$ cat src/rtl/serial_adder_ctrl_if.sv
// Operand/result handshake bundle for serial_adder_ctrl.
// sub_in exists only when SERIAL_ADDER_SUB_EN is defined.
interface serial_adder_ctrl_if #(
    parameter int unsigned WIDTH = 8
);
    logic             start_valid;
    logic             start_ready;
    logic [WIDTH-1:0] a_in;
    logic [WIDTH-1:0] b_in;
    logic             cin_in;
`ifdef SERIAL_ADDER_SUB_EN
    logic             sub_in;
`endif
    logic             busy;
    logic             done_valid;
    logic             done_ready;
    logic [WIDTH-1:0] sum_out;
    logic             cout_out;

    modport master (
`ifdef SERIAL_ADDER_SUB_EN
        output sub_in,
`endif
        output start_valid, a_in, b_in, cin_in, done_ready,
        input  start_ready, busy, done_valid, sum_out, cout_out
    );

    modport slave (
`ifdef SERIAL_ADDER_SUB_EN
        input  sub_in,
`endif
        input  start_valid, a_in, b_in, cin_in, done_ready,
        output start_ready, busy, done_valid, sum_out, cout_out
    );
endinterface

$ cat src/rtl/serial_adder_ctrl.sv
// Bit-serial adder: one full adder stepped LSB..MSB, carry held in a flop.
// Optional subtract mode enabled by macro SERIAL_ADDER_SUB_EN.
module serial_adder_ctrl #(
    parameter int unsigned WIDTH = 8
) (
    input  logic                clk,
    input  logic                rst_n,
    serial_adder_ctrl_if.slave  bus
);
    localparam int unsigned CW = (WIDTH > 1) ? $clog2(WIDTH) : 1;

    typedef enum logic [1:0] {S_IDLE, S_RUN, S_DONE} state_t;

    state_t           r_state;
    logic [WIDTH-1:0] r_a;
    logic [WIDTH-1:0] r_b;
    logic [WIDTH-1:0] r_res;
    logic             r_c;
    logic [CW-1:0]    r_cnt;
    logic [WIDTH-1:0] r_sum;
    logic             r_cout;
    logic             r_done_valid;
    logic             r_busy;
    logic             r_start_ready;
`ifdef SERIAL_ADDER_SUB_EN
    logic             r_sub;
`endif

    logic             w_b_bit;
    logic             w_s;
    logic             w_co;
    logic [WIDTH-1:0] w_res_next;
    logic             w_last;

`ifdef SERIAL_ADDER_SUB_EN
    assign w_b_bit = r_b[0] ^ r_sub;
`else
    assign w_b_bit = r_b[0];
`endif
    assign w_s    = r_a[0] ^ w_b_bit ^ r_c;
    assign w_co   = (r_a[0] & w_b_bit) | (r_c & (r_a[0] ^ w_b_bit));
    assign w_last = (r_cnt == CW'(WIDTH - 1));

    // Sum bits enter at the MSB so bit 0 lands in place after WIDTH shifts.
    generate
        if (WIDTH == 1) begin : g_res1
            assign w_res_next = w_s;
        end else begin : g_resn
            assign w_res_next = {w_s, r_res[WIDTH-1:1]};
        end
    endgenerate

    always_ff @(posedge clk or negedge rst_n) begin
        if (!rst_n) begin
            r_state       <= S_IDLE;
            r_a           <= '0;
            r_b           <= '0;
            r_res         <= '0;
            r_c           <= 1'b0;
            r_cnt         <= '0;
            r_sum         <= '0;
            r_cout        <= 1'b0;
            r_done_valid  <= 1'b0;
            r_busy        <= 1'b0;
            r_start_ready <= 1'b1;
`ifdef SERIAL_ADDER_SUB_EN
            r_sub         <= 1'b0;
`endif
        end else begin
            case (r_state)
                S_IDLE: begin
                    if (bus.start_valid) begin
                        r_a           <= bus.a_in;
                        r_b           <= bus.b_in;
                        r_res         <= '0;
                        r_cnt         <= '0;
`ifdef SERIAL_ADDER_SUB_EN
                        r_sub         <= bus.sub_in;
                        r_c           <= bus.sub_in ? 1'b1 : bus.cin_in;
`else
                        r_c           <= bus.cin_in;
`endif
                        r_start_ready <= 1'b0;
                        r_busy        <= 1'b1;
                        r_state       <= S_RUN;
                    end
                end
                S_RUN: begin
                    r_a   <= r_a >> 1;
                    r_b   <= r_b >> 1;
                    r_c   <= w_co;
                    r_res <= w_res_next;
                    if (w_last) begin
                        r_cnt        <= '0;
                        r_sum        <= w_res_next;
                        r_cout       <= w_co;
                        r_done_valid <= 1'b1;
                        r_state      <= S_DONE;
                    end else begin
                        r_cnt <= r_cnt + CW'(1);
                    end
                end
                S_DONE: begin
                    if (bus.done_ready) begin
                        r_done_valid  <= 1'b0;
                        r_busy        <= 1'b0;
                        r_start_ready <= 1'b1;
                        r_state       <= S_IDLE;
                    end
                end
                default: r_state <= S_IDLE;
            endcase
        end
    end

    assign bus.start_ready = r_start_ready;
    assign bus.busy        = r_busy;
    assign bus.done_valid  = r_done_valid;
    assign bus.sum_out     = r_sum;
    assign bus.cout_out    = r_cout;
endmodule

$ cat src/flat_wrapper.sv
// flat-port wrapper written by rule: the top's interface ports become plain ports
module serial_adder_ctrl_flat 
#(
    parameter int unsigned WIDTH = 8
)
  (clk, rst_n, bus_start_valid, bus_a_in, bus_b_in, bus_cin_in, bus_done_ready, bus_start_ready, bus_busy, bus_done_valid, bus_sum_out, bus_cout_out);
  serial_adder_ctrl_if #(.WIDTH(WIDTH)) bus_i ();
  input  logic clk;
  input  logic rst_n;
  input wire logic [$bits(bus_i.start_valid)-1:0] bus_start_valid;
  input wire logic [$bits(bus_i.a_in)-1:0] bus_a_in;
  input wire logic [$bits(bus_i.b_in)-1:0] bus_b_in;
  input wire logic [$bits(bus_i.cin_in)-1:0] bus_cin_in;
  input wire logic [$bits(bus_i.done_ready)-1:0] bus_done_ready;
  output wire logic [$bits(bus_i.start_ready)-1:0] bus_start_ready;
  output wire logic [$bits(bus_i.busy)-1:0] bus_busy;
  output wire logic [$bits(bus_i.done_valid)-1:0] bus_done_valid;
  output wire logic [$bits(bus_i.sum_out)-1:0] bus_sum_out;
  output wire logic [$bits(bus_i.cout_out)-1:0] bus_cout_out;
  assign bus_i.start_valid = bus_start_valid;
  assign bus_i.a_in = bus_a_in;
  assign bus_i.b_in = bus_b_in;
  assign bus_i.cin_in = bus_cin_in;
  assign bus_i.done_ready = bus_done_ready;
  assign bus_start_ready = bus_i.start_ready;
  assign bus_busy = bus_i.busy;
  assign bus_done_valid = bus_i.done_valid;
  assign bus_sum_out = bus_i.sum_out;
  assign bus_cout_out = bus_i.cout_out;
  serial_adder_ctrl #(.WIDTH(WIDTH)) u_core (.clk(clk), .rst_n(rst_n), .bus(bus_i));
endmodule
$ cat config.mk
export PLATFORM = sky130hd
export DESIGN_NAME = serial_adder_ctrl_flat
export DESIGN_NICKNAME = d
export VERILOG_FILES = /design/src/rtl/serial_adder_ctrl_if.sv /design/src/rtl/serial_adder_ctrl.sv /design/src/flat_wrapper.sv
export SDC_FILE = /design/constraint.sdc
export NUM_CORES = 1
export LEC_CHECK = 0
export ABC_AREA = 1
export BUFFER_PORTS_ARGS = -buffer_cell sky130_fd_sc_hd__buf_2
export CAP_MARGIN = 20
export CORE_ASPECT_RATIO = 0.7
export CORE_MARGIN = 2
export CORE_UTILIZATION = 50
export DETAILED_ROUTE_END_ITERATION = 7
export GPL_TIMING_DRIVEN = 0
export PLACE_DENSITY = 0.72
export SKIP_LAST_GASP = 1
export SYNTH_ARGS = -nofsm -noshare
export SYNTH_HDL_FRONTEND = slang
export SYNTH_SLANG_ARGS = --single-unit
$ cat constraint.sdc
create_clock -name clk -period 2.2 [get_ports clk]
set_clock_uncertainty 0.2 [all_clocks]
set_input_delay 0.33 -clock clk [delete_from_list [all_inputs] [get_ports clk]]
set_output_delay 0.33 -clock clk [all_outputs]
set_load 0.03 [all_outputs]
== Yosys cells after proc, flatten, opt, wreduce, memory -nomap -nowiden ==
Index checks and enable logic that the tools add are counted.

* Bits in registers: 42
* Bits of input ports: 21
* Output and inout bits: 12

* Add/sub/neg operators: 1
* Equal/unequal tests: 6
* Mux-type cells: 23
* Bitwise operators: 5
* Reduce and logical (&&, ||, !) cells: 9

{| class="wikitable"
|+ Operator list
! cell !! number
|-
| $pmux 8 s2 || 3
|-
| $mux 8 || 3
|-
| $reduce_and 3->1 || 3
|-
| $pmux 1 s2 || 4
|-
| $mux 1 || 6
|-
| $mux 2 || 3
|-
| $mux 3 || 2
|-
| $pmux 2 s3 || 1
|-
| $pmux 3 s2 || 1
|-
| $reduce_bool 2->1 || 3
|-
| $ne 2x2->1 const B || 2
|-
| $reduce_and 2->1 || 2
|-
| $add 3x1->3 const B || 1
|-
| $eq 3x3->1 const B || 1
|-
| $and 1x1->1 || 2
|-
| $eq 2x1->1 const B || 1
|-
| $eq 2x2->1 const B || 1
|-
| $logic_not 2->1 || 1
|-
| $ne 2x1->1 const B || 1
|-
| $xor 1x1->1 || 2
|-
| $or 1x1->1 || 1
|}

== Depth between registers and ports, before layout ==
* Depth in word-level cells: 4
* Depth in mapped cells: 7

== Worst setup path before layout ==
Ideal clock, no wire load.

* Path kind: register -> register
* Start point: register u_core.r_cnt[0]
* End point: register u_core.r_done_valid, in the netlist u_core.bus.done_valid
* Library setup time: 0.118 ns
* Data arrival time: 1.112 ns
* Setup slack: 0.770 ns
* Stages on the path, launching flop included: 6
* Buffers on the path: 1
* Cell sequence: dfrtp_1 > ha_1 > ha_1 > nand2_4 > buf_6 > nand2_1

* Cells in the longest elaborated chain, start to end: 3

{| class="wikitable"
|+ Ends and longest elaborated chain
! what !! RTL line !! RTL
|-
| from (decl) || serial_adder_ctrl.sv:19 || <nowiki>logic [CW-1:0] r_cnt;</nowiki>
|-
| from (signal assigned) || serial_adder_ctrl.sv:100 || <nowiki>r_cnt <= r_cnt + CW'(1);</nowiki>
|-
| $eq 3x3->1 || serial_adder_ctrl.sv:42 || <nowiki>assign w_last = (r_cnt == CW'(WIDTH - 1));</nowiki>
|-
| $ne 2x1->1 (no line) || - ||
|-
| $reduce_and 3->1 (no line) || - ||
|-
| to (signal assigned) || serial_adder_ctrl.sv:63 || <nowiki>r_done_valid <= 1'b0;</nowiki>
|-
| to (signal assigned) || serial_adder_ctrl.sv:97 || <nowiki>r_done_valid <= 1'b1;</nowiki>
|-
| to (signal assigned) || serial_adder_ctrl.sv:105 || <nowiki>r_done_valid <= 1'b0;</nowiki>
|-
| to (decl) || serial_adder_ctrl.sv:22 || <nowiki>logic r_done_valid;</nowiki>
|}

No other way between the ends.
A chain may end at the register's enable or synchronous reset.

== Worst setup path in the final report ==
Same ends and word-level chain as after synthesis.

==> impl_metrics.yaml <==
critical_path:
  max_stage_delay_ns: 0.41
  path_buf_inv: 1
  crit_family: "adder cells"
  required_ns: 2.18
  worst_setup_path_start_kind: "flop"
  endpoint_kind: "flop"
  crit_fanout: 10
  path_common_cell: "ha_1"
  arrival_ns: 1.53
  path_class: "reg2reg"
  slowest_stage: "dfrtp_1"
  path_cells: "ha_1, ha_1, nand2_4, buf_6, nand2_1"
place:
  gp_congestion: 0.7686
  place_area_um2: 2120
  dp.cells: 302
  io_buffers: 32
  preCtsSetupSlack_ns: 0.6511
  hpwl_um: 2587
clocking:
  cts.clk_slew.worst_paths_ns: 0.07
  cts_buffers: 5
  clkLatencyLatePin_ns: 0.29
  cts_resized: 0
  clk_path_buf_depth: 2
  cts.sinks: 41
  postCtsSetupRepairBufs: 0
  cts_tree: "done"
  h-tree-depth: 2
  root_buffer: "clkbuf_8"
cells_and_area:
  post-route-util: 0.6171
  nets: 285
  fin_cells: 311
  final_cell_area_um2: 2210
  n_antenna_cell: 0
  fillers: 324
  drive_gt1_frac: 0.2299
  syn2layout_area_growth_pct: 16.49
die:
  coreArea_um2: 3581
  die_h_um: 55.53
  dieWidth_um: 77.62
  core.rowCount: 18
  ios: 33
  start_util: 0.5297
  die-area_um2: 4310
synthesis:
  synth_edf_count: 0
  netlist_top_cells_area: "dfrtp_1 53%, nand2_1 22%, nand3_1 5.8%, o21ai_2 3.2%, buf_6 2.4%"
  avgSynthCellArea_um2: 8.622
  synth_fp_nets: 245
  async_flop_share: 1.000
  yosys_warnings: 0
  synthesis.area_um2: 1897
  synth.most_common_cell: "nand2_1"
  synthesis.instances: 220
  ys.flop_type: "dfrtp_1"
  ys_types: 20
  synth_common_cells: "112 x nand2_1, 40 x dfrtp_1, 22 x nand3_1"
  synth.top_cell.area_share: 0.5277
  ys_ff_latch: 41
  ys_seq_area_frac: 0.5416
  yosysTopAreaCell: "dfrtp_1"
route:
  drtIter0Drc: 69
  drt_wl_total_um: 3572
  drc: 0
  drt_first_pass_iters: 4
  vias: 1502
  wl_per_cell_um: 11.49
  detail-route-antenna-nets: 0
  avgViaCountPerCell: 4.830
timing:
  setup_tns_ns: 0
  period_needed_ns: 1.550
  slew_violations: 0
  relSlewSlack: 0.4129
  hold_violations: 0
  hold_slack_ns: 0.04063
  tightest_slew_ns: 0.8806
  layout_setup_ws_ns: 0.6498
  setup_viol: 0
  rsz0062_at_grt: "no"
  fin_crit_sh: 0.7047
  fmax_ghz: 0.6451
flow_run:
  cap_viol_max_count: 0
grt:
  grt_pass1_vias: 1419
  grt_pass1_wl_um: 6285
  overflow: 0
  grt_max_degree: 42
  grt_usage: 0.1853
  antenna_found_initial: 0
power_and_ir_drop:
  p_int_mw: 1.764
  p_switching_mw: 1.270
  power_density_nw_per_um2: 1373
  power_frac_clock: 0.152
  power.total_mw: 3.033
  seqPwrFrac: 0.407
  ir_worst_vdd_mv: 0.7213
  pwr-share-comb: 0.441
  switching_share: 0.4185
  leakage_nw: 1.223
status:
  status: "finished clean"
min_path:
  hold_path.class: "in2reg"
power by group through the flow:
| stage | Clock [mW] | Combinational (mW) | Sequential, mW |
|---|---|---|---|
| 5_1_grt | 0.511 | 1.52 | 1.28 |
| 4_1_cts | 0.480 | 1.36 | 1.24 |
| 3_5_place_dp | 0 | 1.35 | 1.25 |
| 3_3_place_gp | 0 | 1.32 | 1.24 |
| 6_report | 0.461 | 1.34 | 1.24 |
| 2_1_floorplan | 0 | 0.852 | 1.39 |
cells in the final DEF, fill, tap and decap left out, types with 3 or more instances in the layout:
cell	instances
nand2_1	112
dfrtp_1	40
buf_2	33
nand3_1	22
inv_1	9
o21ai_0	8
o21ai_2	7
clkbuf_8	5
buf_4	4
buf_6	4
ha_1	3
clkbuf_1	3
flip-flops by register name, indices dropped and copies added, names as in the netlist:
register                cells
u_core.r_res                7
u_core.r_b                  8
u_core.bus.start_ready      1
u_core.r_state              2
u_core.bus.cout_out         1
u_core.r_cnt                3
u_core.bus.done_valid       1
u_core.bus.busy             1
u_core.r_c                  1
u_core.r_a                  8
u_core.bus.sum_out          8
worst paths after layout:
kind / start / endpoint / slack (ns) / cells after the start
max in group asynchronous: rst_n / u_core.r_res[6]$_DFFE_PN0P_ / 0.75 / 2
setup / recovery: u_core.r_cnt[0]$_DFFE_PN0P_ / u_core.bus.done_valid$_DFFE_PN0P_ / 0.65 / 5
hold reg to reg: u_core.bus.start_ready$_DFFE_PN1P_ / u_core.bus.start_ready$_DFFE_PN1P_ / 0.27 / 2
hold / removal: bus_done_ready / u_core.r_state[1]$_DFFE_PN0P_ / 0.04 / 2
min in group asynchronous: rst_n / u_core.r_res[2]$_DFFE_PN0P_ / 0.50 / 2
setup reg to reg: u_core.r_cnt[0]$_DFFE_PN0P_ / u_core.bus.done_valid$_DFFE_PN0P_ / 0.65 / 5
layer usage:
metal,global-route usage,part of all wire,vias up
li1,-,-,778
met1,0.2740,0.52,687
met2,0.2685,0.42,34
met3,0.04902,0.047,3
met4,0.05357,0.0070,0
met5,0,0,-
area by class of cell:
class / instances / area, um^2 / share of cell area
Timing Repair Buffer: 33 / 170.2 / 0.07701
Buffer: 9 / 80.08 / 0.03624
Multi-Input combinational cell: 159 / 745.7 / 0.3375
Sequential cell: 41 / 1027 / 0.4649
Inverter: 11 / 43.79 / 0.01982
Tap cell: 50 / 62.56 / 0.02831
Clock buffer: 8 / 80.08 / 0.03624
cells by family after synthesis:
family	synth area share
DFF	0.5416
and+or+nand+nor	0.2968
buffers and inverters	0.06530
adders and majority gates	0.03035
AOI/OAI and AO/OA	0.06597
what timing repair did:
item	4_1_cts	5_1_grt
endpoints found under the hold margin	40	0
endpoints found under the setup margin	0	0
hold buffers	1	0
No activity file was read; power rests on OpenSTA's default activity.
